**config.mk**
```make
export PLATFORM = sky130hd
export DESIGN_NAME = instr_cache
export DESIGN_NICKNAME = d
export VERILOG_FILES = /design/src/rtl/instr_cache.sv
export SDC_FILE = /design/constraint.sdc
export NUM_CORES = 2
export LEC_CHECK = 0
export ABC_AREA = 1
export ABC_CLOCK_PERIOD_IN_PS = 5900
export CAP_MARGIN = 10
export CORE_AREA = 3 3 442 663
export DETAILED_ROUTE_END_ITERATION = 7
export DIE_AREA = 0 0 445 666
export PLACE_DENSITY = 0.59
export SLEW_MARGIN = 0
export SYNTH_ARGS = -nofsm -noshare
export SYNTH_HDL_FRONTEND = slang
export SYNTH_SLANG_ARGS = --single-unit
```
**constraint.sdc**
```tcl
create_clock -name clk -period 5.9 [get_ports clk]
set_input_delay 0.885 -clock clk [delete_from_list [all_inputs] [get_ports clk]]
set_output_delay 0.885 -clock clk [all_outputs]
set_load 0.03 [all_outputs]
```
**src/rtl/instr_cache.sv**
```systemverilog
// rtl/instr_cache.sv - direct-mapped instruction cache with a blocking multi-beat line refill
module instr_cache #(
    parameter int NUM_LINES      = 16,
    parameter int WORDS_PER_LINE = 4
) (
    input  logic        clk,
    input  logic        rst,
    input  logic        cpu_req,
    input  logic [31:0] cpu_addr,
    output logic [31:0] cpu_rdata,
    output logic        cpu_stall,
    input  logic        inv,
    output logic        mem_req,
    output logic [31:0] mem_addr,
    input  logic [31:0] mem_rdata,
    input  logic        mem_valid,
    output logic [15:0] hit_count,
    output logic [15:0] miss_count
);
    localparam int WB = $clog2(WORDS_PER_LINE);
    localparam int IB = $clog2(NUM_LINES);
    localparam int TW = 32 - 2 - WB - IB;

    typedef enum logic {IDLE, REFILL} state_t;

    state_t                state_q, state_d;
    logic [NUM_LINES-1:0]  valid_q;
    logic [TW-1:0]         tag_q  [NUM_LINES];
    logic [31:0]           data_q [NUM_LINES*WORDS_PER_LINE];
    logic [WB-1:0]         beat_q;
    logic                  pend_q;
    logic [31:0]           base_q;
    logic [15:0]           hit_q, miss_q;

    logic [WB-1:0] lk_word;
    logic [IB-1:0] lk_idx;
    logic [TW-1:0] lk_tag;
    logic [IB-1:0] rf_idx;
    logic          hit;
    logic          last_beat;

    assign lk_word    = cpu_addr[2 +: WB];
    assign lk_idx     = cpu_addr[2+WB +: IB];
    assign lk_tag     = cpu_addr[31 -: TW];
    assign rf_idx     = base_q[2+WB +: IB];
    assign hit        = valid_q[lk_idx] && (tag_q[lk_idx] == lk_tag);
    assign last_beat  = (beat_q == WB'(WORDS_PER_LINE - 1));
    assign cpu_rdata  = data_q[{lk_idx, lk_word}];
    assign hit_count  = hit_q;
    assign miss_count = miss_q;

    always_comb begin
        state_d   = state_q;
        cpu_stall = 1'b0;
        mem_req   = 1'b0;
        mem_addr  = 32'h0;
        case (state_q)
            IDLE: begin
                if (cpu_req && !hit) begin
                    cpu_stall = 1'b1;
                    state_d   = REFILL;
                end
            end
            REFILL: begin
                cpu_stall = 1'b1;
                mem_req   = 1'b1;
                mem_addr  = base_q + {{(30-WB){1'b0}}, beat_q, 2'b00};
                if (mem_valid && last_beat) begin
                    state_d = IDLE;
                end
            end
            default: state_d = IDLE;
        endcase
    end

    always_ff @(posedge clk) begin
        if (rst) begin
            state_q <= IDLE;
            valid_q <= '0;
            beat_q  <= '0;
            pend_q  <= 1'b0;
            base_q  <= 32'h0;
            hit_q   <= 16'h0;
            miss_q  <= 16'h0;
        end else begin
            state_q <= state_d;
            case (state_q)
                IDLE: begin
                    if (cpu_req) begin
                        if (hit) begin
                            hit_q <= hit_q + 16'd1;
                        end else begin
                            miss_q <= miss_q + 16'd1;
                            base_q <= {cpu_addr[31:2+WB], {(2+WB){1'b0}}};
                            beat_q <= '0;
                        end
                    end
                    if (inv) begin
                        valid_q <= '0;
                    end
                end
                REFILL: begin
                    if (inv) begin
                        valid_q <= '0;
                        pend_q  <= 1'b1;
                    end
                    if (mem_valid) begin
                        beat_q <= beat_q + WB'(1);
                        // A line refilled across an invalidate must not become visible.
                        if (last_beat) begin
                            valid_q[rf_idx] <= !(pend_q || inv);
                            pend_q          <= 1'b0;
                        end
                    end
                end
                default: ;
            endcase
        end
    end

    always_ff @(posedge clk) begin
        if (!rst && state_q == REFILL && mem_valid) begin
            data_q[{rf_idx, beat_q}] <= mem_rdata;
            if (last_beat) begin
                tag_q[rf_idx] <= base_q[31 -: TW];
            end
        end
    end
endmodule

```
## Word-level counts from Yosys, hierarchy flattened

Memories as Yosys holds them, arrays and structs flattened.
Cells that the tools add are included.

- Register bits after elaboration: 80
- Bits in writable memories: 2432
- Logic and storage cells: 65
- Memories: 2

Memories:

| memory | words | bits a word | read ports | clocked after Yosys merged registers in | wr ports | RTL line | RTL |
|---|---|---|---|---|---|---|---|
| data_q | 64 | 32 | 1 | 0 | 1 | 29 | `logic [31:0] data_q [NUM_LINES*WORDS_PER_LINE];` |
| tag_q | 16 | 24 | 1 | 0 | 1 | 28 | `logic [TW-1:0] tag_q [NUM_LINES];` |

- Add/sub/neg operators: 4
- Magnitude comparators: 3
- Equal/unequal tests: 5
- Muxes and demuxes: 29
- Bitwise operators: 2
- Reductions and logical operators: 13

Operator list:

| kind | number |
|---|---|
| $mux W16 | 5 |
| $add A16 B1 Y16 const B | 2 |
| $add A32 B4 Y32 | 1 |
| $mux W32 | 1 |
| $pmux W16 S2 | 1 |
| $eq A24 B24 Y1 | 1 |
| $bwmux W16 | 1 |
| $mux W1 | 13 |
| $lt A4 B5 Y1 const B | 2 |
| $reduce_and A3 Y1 | 3 |
| $logic_and A1 B1 Y1 | 6 |
| $mux W2 | 3 |
| $ne A2 B2 Y1 const B | 3 |
| $bmux W1 S4 | 1 |
| $demux W1 S4 | 1 |
| $ge A4 B1 Y1 const B | 1 |
| $pmux W1 S2 | 2 |
| $pmux W2 S2 | 1 |
| $logic_not A1 Y1 | 3 |
| $add A2 B1 Y2 const B | 1 |
| $eq A2 B2 Y1 const B | 1 |
| $not A1 Y1 | 2 |
| $logic_or A1 B1 Y1 | 1 |

## Longest topological paths before layout

- Word-level depth: 8
- Mapped depth: 22

## Worst setup path before layout

Ideal clock, no wire load.

- Path kind: input-to-output
- From: input cpu_addr[2]
- To: output cpu_rdata[31]
- Arrival: 3048 ps
- Path slack: 1967 ps
- Stages on the path: 11
- Buffers on the path: 4
- Path through: buf_2 inv_1 clkbuf_1 clkbuf_1 clkbuf_1 nor2_1 o22ai_1 nor2_1 o32ai_1 nand2_1 a31oi_1

- Longest elaborated chain between the ends: 1

RTL lines:

| element | RTL line | RTL |
|---|---|---|
| start: declaration | 9 | `input logic [31:0] cpu_addr,` |
| $mem_v2 Z64 W32 | -- |  |
| end: declaration | 10 | `output logic [31:0] cpu_rdata,` |

No other way between the ends.

## Worst setup path after layout

- From: input cpu_addr[2]
- To: output cpu_rdata[18]

The elaborated chain is that of the path after synthesis.

==> summary.md <==
| Metric | Value |
|---|---|
| Outcome | complete, no violations |
| Average wire per standard cell | 24.4 um |
| Max IR drop VDD | 243 uV |
| Skew-Pair Late Insertion Delay | 0.89 ns |
| FMAX | 0.199 GHz |
| Post-Syn Area | 100000 um^2 |
| Pin count of the biggest net entering global routing | 185 |
| Net count, final | 8327 |
| Vias per cell | 5.49 |
| Initial antenna violation count | 16 |
| Yosys warns | 0 |
| Pwr/cell area | 324 nW/um^2 |
| Tot GR Track Use | 0.194 |
| RSZ-0062 raised after global routing | false |
| Die height | 666 um |
| Global-route wire length before repair | 432000 um |
| Main synth FF type | edfxtp_1 |
| Resized cells post-CTS | 0 |
| Vias in the first global route | 65200 |
| Placeable Area | 287000 um^2 |
| Ys async rst share | 0 |
| Syn_area_per_cell | 12.3 um^2 |
| Worst endpoint required time | 5.02 ns |
| Post-CTS setup buffer count | 0 |
| Die width | 445 um |
| Detailed-route via count | 67100 |
| Hold_buf cts | 0 |
| Crit path capture type | output pin |
| Share of post-route cells with drive strength above 1 | 0.0918 |
| Inserted Clock Buffers | 236 |
| Total power draw | 37300 uW |
| IO Port Bufs | 162 |
| Max Slew Vio Count | 0 |
| Period minus WS final | 5.03 ns |
| P&R area growth vs syn | 14.7% |
| Number of flops mapped to enable cells by yosys | 2432 |
| DRT iter0 DRCs | 6696 |
| Synth Register Bits | 2512 |
| Hold Fails Final Rpt | 0 |
| Slew HR | 0.155 |
| Cell taking the most area after synthesis | edfxtp_1 |
| Maxcap violations | 0 |
| Seq/Total Area, Yosys | 0.743 |
| Aggregate global routing overflow | 0 |
| H-tree depth | 4 |
| HP Class | reg2reg |
| LEAKAGE | 0.0377 uW |
| Hold slack | 0.480 ns |
| Clock skew | 0.0905 ns |
| Critical path arrival | 4.14 ns |
| FP Rows | 241 |
| Top cell type's share of synthesized area | 0.727 |
| First drt pass iteration count | 5 |
| Ports | 167 |
| Setup TNS | 0 ns |
| Final ANT Viol Nets | 0 |
| Setup violators final | 0 |
| CP startpoint kind | input pin |
| Period utilization | 0.852 |
| Starting Density | 0.350 |
| Total routed wirelength | 298000 um |
| Clk buf depth | 4 |
| Critical path type | in2out |
| Cells after Synth | 8165 |
| Unique cell type count in the Yosys netlist | 40 |
| Synth top area cells | edfxtp_1 73%, o21ai_0 6.8%, nor2_1 6.0%, o22ai_1 4.0%, nand2_1 2.6% |
| RePlAce Congestion | 0.817 |
| Clock root buffer | clkbuf_16 |
| Clk sinks | 2512 |
| Worst-margin pin slew | 1.27 ns |
| Die area | 296000 um^2 |
| Clock-pin slew on the worst setup and hold paths | 0.06 ns |
| Residual DRC | 0 |
| CTS tree | done |
| Post-DP HPWL | 166000 um |
| CP max FO | 70 |
## through the flow
stage / worst slack [ns] / cells / utilization / area (um^2)
2_1_floorplan: 1.97 / 8166 / - / 100000
3_3_place_gp: 0.819 / 11800 / 0.374 / 108000
3_5_place_dp: 0.763 / 11800 / 0.374 / 108000
4_1_cts: 0.747 / 12200 / 0.401 / 115000
5_1_grt: 0.694 / 12200 / 0.401 / 115000
6_report: 0.873 / 12200 / 0.401 / 115000
## flip-flops by register name, summed over array words and instances, names as in the netlist
| signal | flops |
|---|---|
| state_q | 1 |
| hit_count | 16 |
| tag_q | 384 |
| pend_q | 1 |
| valid_q | 16 |
| data_q | 2048 |
| base_q | 28 |
| beat_q | 2 |
| miss_count | 16 |
## Yosys cell counts (20+ instances only)
cell / instances
o22ai_1: 640
nor3_1: 28
dfxtp_1: 80
a21oi_1: 52
inv_1: 256
nand4_1: 25
nand3_1: 293
o21ai_0: 1355
nand2_1: 684
buf_1: 30
buf_2: 68
edfxtp_1: 2432
o32ai_1: 23
xor2_1: 20
clkbuf_1: 448
nor2_1: 1613
## routing by layer
layer  vias up  global-route usage  share of wire
met2      2902               0.340           0.50
met4         4              0.0850          0.045
met5         -                   0       0.000084
met1     33600               0.237           0.38
li1      29800                   -              -
met3       715              0.0301          0.072
## layout make-up
type                            instances  area [um^2]
Fill cell                           26600       172000
Sequential cell                      2512        74600
Multi-Input combinational cell       4816        23000
Clock buffer                          294         6210
Tap cell                             3766         4710
Timing Repair Buffer                  424         4270
Clock inverter                        130         1390
Inverter                              265         1040
Antenna cell                            6         15.0
## cell usage in the layout, fill, tap and decap left out, types with 6 or more instances in the layout
| cell type | count |
|---|---|
| o32ai_1 | 23 |
| buf_4 | 223 |
| dfxtp_1 | 80 |
| o22ai_1 | 640 |
| o21ai_0 | 1355 |
| inv_1 | 254 |
| nor3_2 | 15 |
| nor2_2 | 10 |
| buf_12 | 73 |
| clkinv_1 | 38 |
| clkbuf_16 | 239 |
| clkbuf_1 | 53 |
| nor4_1 | 7 |
| nor2_4 | 67 |
| nand3_1 | 293 |
| diode_2 | 6 |
| nand2_1 | 684 |
| o211ai_1 | 15 |
| clkdlybuf4s50_1 | 90 |
| nor3_1 | 13 |
| bufinv_16 | 28 |
| a211oi_1 | 6 |
| clkinv_2 | 48 |
| xnor2_1 | 8 |
| a21oi_1 | 52 |
| edfxtp_1 | 2432 |
| nand4_1 | 25 |
| nor2_1 | 1548 |
| clkinvlp_4 | 6 |
| o21ai_1 | 15 |
| buf_2 | 33 |
| xor2_1 | 20 |
| o221ai_1 | 6 |
## cells by family (layout without fill, tap and decap cells)
| logic type | Yosys count | after routing | synth area share |
|---|---|---|---|
| and+or+nand+nor | 2668 | 2668 | 0.105 |
| other | 1 | 8 | 0.0000373 |
| adders and majority gates | 3 | 3 | 0.000374 |
| AOI/OAI and AO/OA | 2115 | 2115 | 0.115 |
| xor gates and xnor gates | 28 | 28 | 0.00244 |
| buffers and inverters | 838 | 1113 | 0.0338 |
| DFF | 2512 | 2512 | 0.743 |
## report_power, final
part	total, uW	internal [uW]	switching [uW]	leakage [uW]
sequential	19700	19600	74.0	0.0225
clock	15200	8650	6580	0.00372
combinational	2390	684	1700	0.0115
## worst paths after layout
| check | slack [ns] | from | cells past startpoint | to |
|---|---|---|---|---|
| worst max-delay path | 0.87 | cpu_addr[2] | 10 | cpu_rdata[18] |
| worst max register to register | 2.24 | state_q | 7 | data_q[60][10] |
| worst min register to register | 0.48 | valid_q[5] | 2 | valid_q[5] |
| worst min-delay path | 0.48 | valid_q[5] | 2 | valid_q[5] |
## critical path, cell delays in order
cell	delay (ns)
buf_8	0.30
buf_4	0.68
o21ai_0	0.22
o22ai_1	0.25
nor2_1	0.07
o32ai_1	0.71
nor2_1	0.25
o22ai_1	0.38
buf_4	0.22
buf_12	0.12
(Power assumes the default switching activity.)
